$ cat config.mk
export PLATFORM = sky130hd
export DESIGN_NAME = rx_frame_loader
export DESIGN_NICKNAME = d
export VERILOG_FILES = /design/src/rtl/rx_frame_loader.sv
export SDC_FILE = /design/constraint.sdc
export NUM_CORES = 1
export LEC_CHECK = 0
export CAP_MARGIN = 20
export CORE_AREA = 2 2 326 328
export DETAILED_ROUTE_END_ITERATION = 16
export DIE_AREA = 0 0 328 330
export PLACE_DENSITY = 0.6
export SLEW_MARGIN = 20
export SYNTH_ARGS = -nofsm -noshare
export SYNTH_HDL_FRONTEND = slang
export SYNTH_SLANG_ARGS = --single-unit
$ cat constraint.sdc
create_clock -name clk -period 4.4 [get_ports clk]
set_clock_uncertainty 0.2 [all_clocks]
set_input_delay 0.88 -clock clk [delete_from_list [all_inputs] [get_ports clk]]
set_output_delay 0.88 -clock clk [all_outputs]
set_load 0.02 [all_outputs]
$ cat src/rtl/rx_frame_loader.sv
// rtl/rx_frame_loader.sv - 12-word receive frame loader with SOF resync and frame counter
//
// Ports:
//   clk, rst_n            clock, asynchronous active-low reset
//   in_data/in_sof/in_valid/in_ready
//                         64-bit word stream; in_sof marks word 0
//   x0..x4                IV, key hi/lo, nonce hi/lo (words 0-4)
//   d0..d2                associated data (words 5-7)
//   cyp0, cyp1            ciphertext (words 8-9)
//   tag0, tag1            received tag (words 10-11)
//   frame_valid/frame_ready
//                         complete frame held until accepted
//   sync_err              one-cycle pulse per framing error
//   frame_cnt             frames handed off since reset, wraps at 256

module rx_frame_loader (
    input  logic        clk,
    input  logic        rst_n,
    input  logic [63:0] in_data,
    input  logic        in_sof,
    input  logic        in_valid,
    output logic        in_ready,
    output logic [63:0] x0,
    output logic [63:0] x1,
    output logic [63:0] x2,
    output logic [63:0] x3,
    output logic [63:0] x4,
    output logic [63:0] d0,
    output logic [63:0] d1,
    output logic [63:0] d2,
    output logic [63:0] cyp0,
    output logic [63:0] cyp1,
    output logic [63:0] tag0,
    output logic [63:0] tag1,
    output logic        frame_valid,
    input  logic        frame_ready,
    output logic        sync_err,
    output logic [7:0]  frame_cnt
);

    typedef enum logic {
        LOAD = 1'b0,
        HOLD = 1'b1
    } state_t;

    state_t      state;
    logic [3:0]  idx;
    logic [63:0] field [12];
    logic        accept;

    assign in_ready    = (state == LOAD);
    assign frame_valid = (state == HOLD);
    assign accept      = in_valid & in_ready;

    always_ff @(posedge clk or negedge rst_n) begin
        if (!rst_n) begin
            state     <= LOAD;
            idx       <= 4'd0;
            sync_err  <= 1'b0;
            frame_cnt <= 8'd0;
            for (int i = 0; i < 12; i++) begin
                field[i] <= 64'd0;
            end
        end else begin
            sync_err <= 1'b0;
            case (state)
                LOAD: begin
                    if (accept) begin
                        if (in_sof) begin
                            // A start-of-frame always restarts; if a frame was
                            // in progress it is abandoned and flagged.
                            field[0] <= in_data;
                            idx      <= 4'd1;
                            sync_err <= (idx != 4'd0);
                        end else if (idx == 4'd0) begin
                            // Word arriving while waiting for SOF: drop it.
                            sync_err <= 1'b1;
                        end else begin
                            for (int i = 1; i < 12; i++) begin
                                if (idx == 4'(i)) begin
                                    field[i] <= in_data;
                                end
                            end
                            if (idx == 4'd11) begin
                                state <= HOLD;
                                idx   <= 4'd0;
                            end else begin
                                idx <= idx + 4'd1;
                            end
                        end
                    end
                end
                HOLD: begin
                    if (frame_ready) begin
                        state     <= LOAD;
                        frame_cnt <= frame_cnt + 8'd1;
                    end
                end
            endcase
        end
    end

    assign x0   = field[0];
    assign x1   = field[1];
    assign x2   = field[2];
    assign x3   = field[3];
    assign x4   = field[4];
    assign d0   = field[5];
    assign d1   = field[6];
    assign d2   = field[7];
    assign cyp0 = field[8];
    assign cyp1 = field[9];
    assign tag0 = field[10];
    assign tag1 = field[11];

endmodule

==> results.ini <==
[setup_path]
worstPathMaxFanout = 15
r2r_start = idx[3]$_DFFE_PN0P_
critPathMaxStageDelay_ns = 0.71
cp_slowest_cell = clkdlybuf4s50_1
crit_start = frame_valid$_DFF_PN0_
worstSetupEndpointType = output port
crit_type = reg -> out
path_cells = clkinv_1, clkdlybuf4s50_1
crit_required_ns = 3.32
cp-start-kind = flip-flop
cp.arrival_ns = 2.42

[global_routing]
grt.overflow.total = 0
antenna_found_initial = 8
grt_start_max_net_pins = 105
grt.met1_usage_pct = 21.31
use_met2_pct = 29.97
use_met3_pct = 5.261
track_usage_pct = 18.07
top_usage_layer = met2
grt_pass1_wl_um = 142700
grt_pass1_vias = 19860

[synthesis]
postSynth.topFlopCell = dfrtp_1
syn_avg_cell_area_um2 = 16.96
yosysSeqAreaShare_pct = 65.39
yosysWarnings = 0
syn_nets = 1841
synth-edff-count = 0
synth_area_um2 = 29930
syn_inst = 1765
ys_types = 37
yosys_register_bits = 782
synthArstFlopShare_pct = 100.0

[placed_design]
io_buffer_count = 847
hpwlAfterDp_um = 69220
gp_congestion = 0.7912

[power_and_ir_drop]
p_int_mw = 22.02
p_sw_share_pct = 34.34
clkPwrFrac_pct = 23.4
pwr-share-seq_pct = 34.7
power_density_nw_per_um2 = 776.2
p_sw_mw = 11.52
leakagePower_nw = 19.75
p_comb_share_pct = 41.9
peakVddDrop_v = 0.0004507

[final_layout]
area_growth_pct = 44.36
layout-drive-gt1-share_pct = 34.89
fill_cells = 9472
mostFrequentLayoutCell = clkdlybuf4s50_1
final_cell_mix = clkdlybuf4s50_1 (845), dfrtp_1 (782), mux2_2 (606)
final_util_pct = 41.27
fin_nets = 2681

[drt]
detail-route-antenna-nets = 0
drc_errors = 0
initialDrtViolationCount = 678
viasPerCell = 4.565
dr.pass1.iters = 4
drt-wirelength-per-cell_um = 24.75
num_vias = 18580
routed_wl_um = 100800

[flow_run]
maxCapViolations = 0

[floorplanning]
die_y_um = 330
die_w_um = 328
start_util_pct = 28.59
dieArea_um2 = 108200
core_um2 = 104700
core.rowCount = 119
ios = 848

[hold_path]
min_path_type = in -> async

[clocking]
clk_path_buf_depth = 3
path_clk_slew_ns = 0.06
cts_repair_resize_count = 0
numClockSinks = 782
cts_max_level = 3
cts-root-buf = clkbuf_16
postCtsSetupBuffers = 0
numCtsBuffers = 88
ctsHoldBuffers = 0
cts_tree = done
clk_latency_ns = 0.65

[timing]
setup_viol = 0
rsz0062_at_grt = false
max_freq_mhz = 285.4
finalCritPeriodShare_pct = 79.65
timing.final.crit_period_ns = 3.504
slew_viol_final = 0
tightest_slew_ns = 1.002
tns_ns = 0
final_hold_viol_count = 0
max-slew-margin-rel_pct = 32.99

[outcome]
status = complete, no violations

-- critical path: cells and delay by family (launching register included) --
kind,cells,cell delay [ns]
flip-flops,1,0.68
buffers and inverters,2,1.10
-- Yosys cell counts (2+ instances only) --
library cell / number / area [um^2]
nand2b_1: 5 / 31.28
nor2_2: 2 / 12.51
nor3_4: 3 / 48.80
and3_1: 3 / 18.77
dfrtp_1: 782 / 19570
inv_1: 4 / 15.01
or4_1: 2 / 15.01
buf_6: 12 / 135.1
nor2_1: 3 / 11.26
nand4_1: 6 / 37.54
nor2b_1: 2 / 12.51
mux2_4: 120 / 1802
mux2_2: 606 / 6824
mux2_1: 43 / 484.2
ha_1: 7 / 87.58
nand2_1: 5 / 18.77
clkbuf_1: 64 / 240.2
buf_2: 58 / 290.3
buf_4: 8 / 60.06
nand3_1: 7 / 35.03
xnor2_1: 7 / 61.31
-- cell families (layout without fill, tap and decap cells) --
family                     after synthesis  in the layout  synth area share, %
and+or+nand+nor                         45             45               0.9992
adders and majority gates                7              7               0.2926
DFF                                    782            782                65.39
other                                    0              2                    0
buffers and inverters                  147           1059                2.488
AOI/OAI and AO/OA                        8              8               0.1882
xor gates and xnor gates                 7              7               0.2049
muxes                                  769            769                30.44
-- per-stage QoR --
stage / total power, mW / hold slack, ns / instance area [um^2] / setup WS (ns) / instances
after floorplan: 18.20 / 0.3825 / 29930 / 1.708 / 1765
after global placement: 25.60 / 0.2666 / 40060 / 0.6914 / 3906
after detailed placement: 25.89 / 0.2721 / 40060 / 0.6209 / 3906
after CTS: 33.96 / 0.01319 / 43200 / 0.7273 / 4068
after global routing: 34.96 / 0.03797 / 43200 / 0.6846 / 4069
final: 33.53 / 0.01399 / 43200 / 0.8956 / 4070
-- routing by layer --
layer	vias to the layer above	wire length, um
met4	6	4711
li1	7895	-
met1	9774	38600
met3	193	7882
met5	-	46
met2	711	49510
-- cell type report --
cell class / instances / area (um^2) / share of cell area, %
clock buffer: 125 / 2614 / 6.050
multi-input combinational: 836 / 9651 / 22.34
antenna: 2 / 5.005 / 0.01158
tap: 1391 / 1740 / 4.028
sequential: 782 / 19570 / 45.30
timing repair buffer: 892 / 9079 / 21.01
inverter: 5 / 18.77 / 0.04344
clock inverter: 37 / 526.8 / 1.219
-- registers in the layout (all words and copies together) (netlist names) --
signal / cells
cyp0: 64
cyp1: 64
d0: 64
d1: 64
d2: 64
frame_cnt: 8
frame_valid: 1
idx: 4
sync_err: 1
tag0: 64
tag1: 64
x0: 64
x1: 64
x2: 64
x3: 64
x4: 64
-- power by group through the flow --
| stage | registers (mW) | clock network (mW) | logic [mW] |
|---|---|---|---|
| 3_5_place_dp | 11.7 | 0 | 14.2 |
| 6_report | 11.6 | 7.86 | 14.0 |
| 2_1_floorplan | 15.0 | 0 | 3.23 |
| 3_3_place_gp | 11.6 | 0 | 14.0 |
| 4_1_cts | 11.7 | 8.11 | 14.2 |
| 5_1_grt | 12.0 | 8.40 | 14.6 |
-- worst paths after layout --
check	end	slack, ns	depth (start not counted)
max	in_ready	0.90	2
min	cyp0[7]$_DFFE_PN0P_	0.01	1
max reg2reg	x2[27]$_DFFE_PN0P_	1.38	7
min reg2reg	frame_cnt[7]$_DFFE_PN0P_	0.28	1
max in group asynchronous	x3[15]$_DFFE_PN0P_	2.77	3
min in group clk	frame_cnt[7]$_DFFE_PN0P_	0.28	1
Note: power is estimated with default switching activity, not from simulation.
==> variant, RTL diff (config.mk and constraints unchanged) <==
Register the output `frame_cnt` once more, with the module's reset; this adds one clock of latency there. The other outputs are not delayed to match.
--- a/src/rtl/rx_frame_loader.sv
+++ b/src/rtl/rx_frame_loader.sv
@@ -45,2 +45,4 @@
 
+    logic [7:0] frame_cnt_s0;
+
     state_t      state;
@@ -59,3 +61,3 @@
             sync_err  <= 1'b0;
-            frame_cnt <= 8'd0;
+            frame_cnt_s0 <= 8'd0;
             for (int i = 0; i < 12; i++) begin
@@ -95,3 +97,3 @@
                         state     <= LOAD;
-                        frame_cnt <= frame_cnt + 8'd1;
+                        frame_cnt_s0 <= frame_cnt_s0 + 8'd1;
                     end
@@ -115,2 +117,10 @@
 
+    always_ff @(posedge clk or negedge rst_n) begin
+        if (!rst_n) begin
+            frame_cnt <= '0;
+        end else begin
+            frame_cnt <= frame_cnt_s0;
+        end
+    end
+
 endmodule
Check against the original RTL: not settled (the Yosys comparison gave no result); the edit may change what the design does.
==> variant against the original RTL <==
Worst setup slack improved by 0.081 ns; register-to-register slack got worse by 0.08 ns; global-route usage shrank 0.21 points; area after synthesis fell by 0.14%; total power shrank 0.26%; routed wire length shrank 1.2%; sequential cell count up 8; first-iteration DRC count grew 21%; sequential share of layout area rose by 0.98 points; design area decreased by 1.1%; clock power is 5.0% lower; highest routed layer is now met4.
==> variant: results (changes against the original RTL) <==
status -> complete, no violations (unchanged)
Crit path arrival time -> 2.34 ns (was 2.42 ns)
multiplexer area fraction after synthesis -> 0.290 (was 0.304)
first-pass GRT wire length -> 141 mm (was 143 mm)
CP max stage delay -> 0.69 ns (was 0.71 ns)
Reg clk slew, reported paths -> 0.06 ns (about the same)
GRT Total Usage -> 0.179 (was 0.181)
most frequent cells after synthesis -> dfrtp_1 (790), mux2_2 (753), clkbuf_1 (67) (was dfrtp_1 (782), mux2_2 (606), mux2_4 (120))
CTS Buf Count -> 87 (was 88)
Critical Path Fanout Max -> 11 (was 15)
register area share after synthesis -> 0.661 (was 0.654)
Synth Area in XOR/XNOR -> 0.00205 (about the same)
Compound-Gate Fraction of Synth Area -> 0.00243 (was 0.00188)
worst IR drop on VDD -> 0.425 mV (was 0.451 mV)
met2 wire len -> 51.0 mm (was 49.5 mm)
syn_nets -> 1851 (was 1841)
pre-CTS setup slack -> 0.627 ns (was 0.621 ns)
Highest Signal Layer -> met4 (was met5)
Power Clock -> 7.47 mW (was 7.86 mW)
Sw Ratio -> 0.350 (was 0.343)
met2 Usage GRT -> 0.310 (was 0.300)
vias in the first global route -> 19600 (was 19900)
Placed Instances -> 3903 (was 3906)
DR WL met3 -> 6.84 mm (was 7.88 mm)
Reg power frac -> 0.352 (was 0.347)
slowest CP cell -> dfrtp_1 (was clkdlybuf4s50_1)
total number of vias -> 18500 (was 18600)
adder-cell share of the synthesized area -> 0.00293 (about the same)
met1 GRT Util -> 0.206 (was 0.213)
post-DP HPWL -> 68.3 mm (was 69.2 mm)
M1 WL -> 38.2 mm (was 38.6 mm)
LEAKAGE -> 18.9 nW (was 19.7 nW)
met3 Use GR -> 0.0508 (was 0.0526)
Area after DPL -> 39700 sq um (was 40100 sq um)
drt wl/cell -> 24.5 um (was 24.8 um)
nets@finish -> 2678 (was 2681)
Iter 0 DRT Violations -> 823 (was 678)
Synth area leaders -> dfrtp_1 (66%), mux2_2 (28%), buf_6 (1.5%), clkbuf_1 (0.84%), mux2_1 (0.60%) (was dfrtp_1 (65%), mux2_2 (23%), mux2_4 (6.0%), mux2_1 (1.6%), buf_2 (0.97%))
largest net degree at the start of global routing -> 147 (was 105)
gp weighted congestion -> 0.792 (was 0.791)
==> variant: changes by cell type in the layout (fill, tap and decap cells not counted), moves of 7 or more <==
cell | before | now
buf_4 | 24 | 17
mux2_1 | 43 | 16
dfrtp_1 | 782 | 790
mux2_2 | 606 | 753
mux2_4 | 120 | 0
==> variant: final cells by class <==
class                   instances  area, sq um  area share
inverters                       7         26.3    0.000615
diodes                          2         5.00    0.000117
clock buffers                 125         2560      0.0599
well taps                    1391         1740      0.0407
flip-flops and latches        790        19800       0.463
clock inverters                34          393     0.00920
multi-input cells             833         9230       0.216
repair buffers                883         9000       0.211
==> variant: worst paths after layout <==
kind                                      to             from  slack, ns
worst min-delay path                  d0[43]            rst_n      0.002
min in group clk                frame_cnt[7]  frame_cnt_s0[7]       0.20
worst max-delay path                in_ready      frame_valid       0.98
worst max register to register      tag0[38]           idx[2]       1.30
worst min register to register  frame_cnt[7]  frame_cnt_s0[7]       0.20
max in group asynchronous             x1[23]            rst_n       2.63
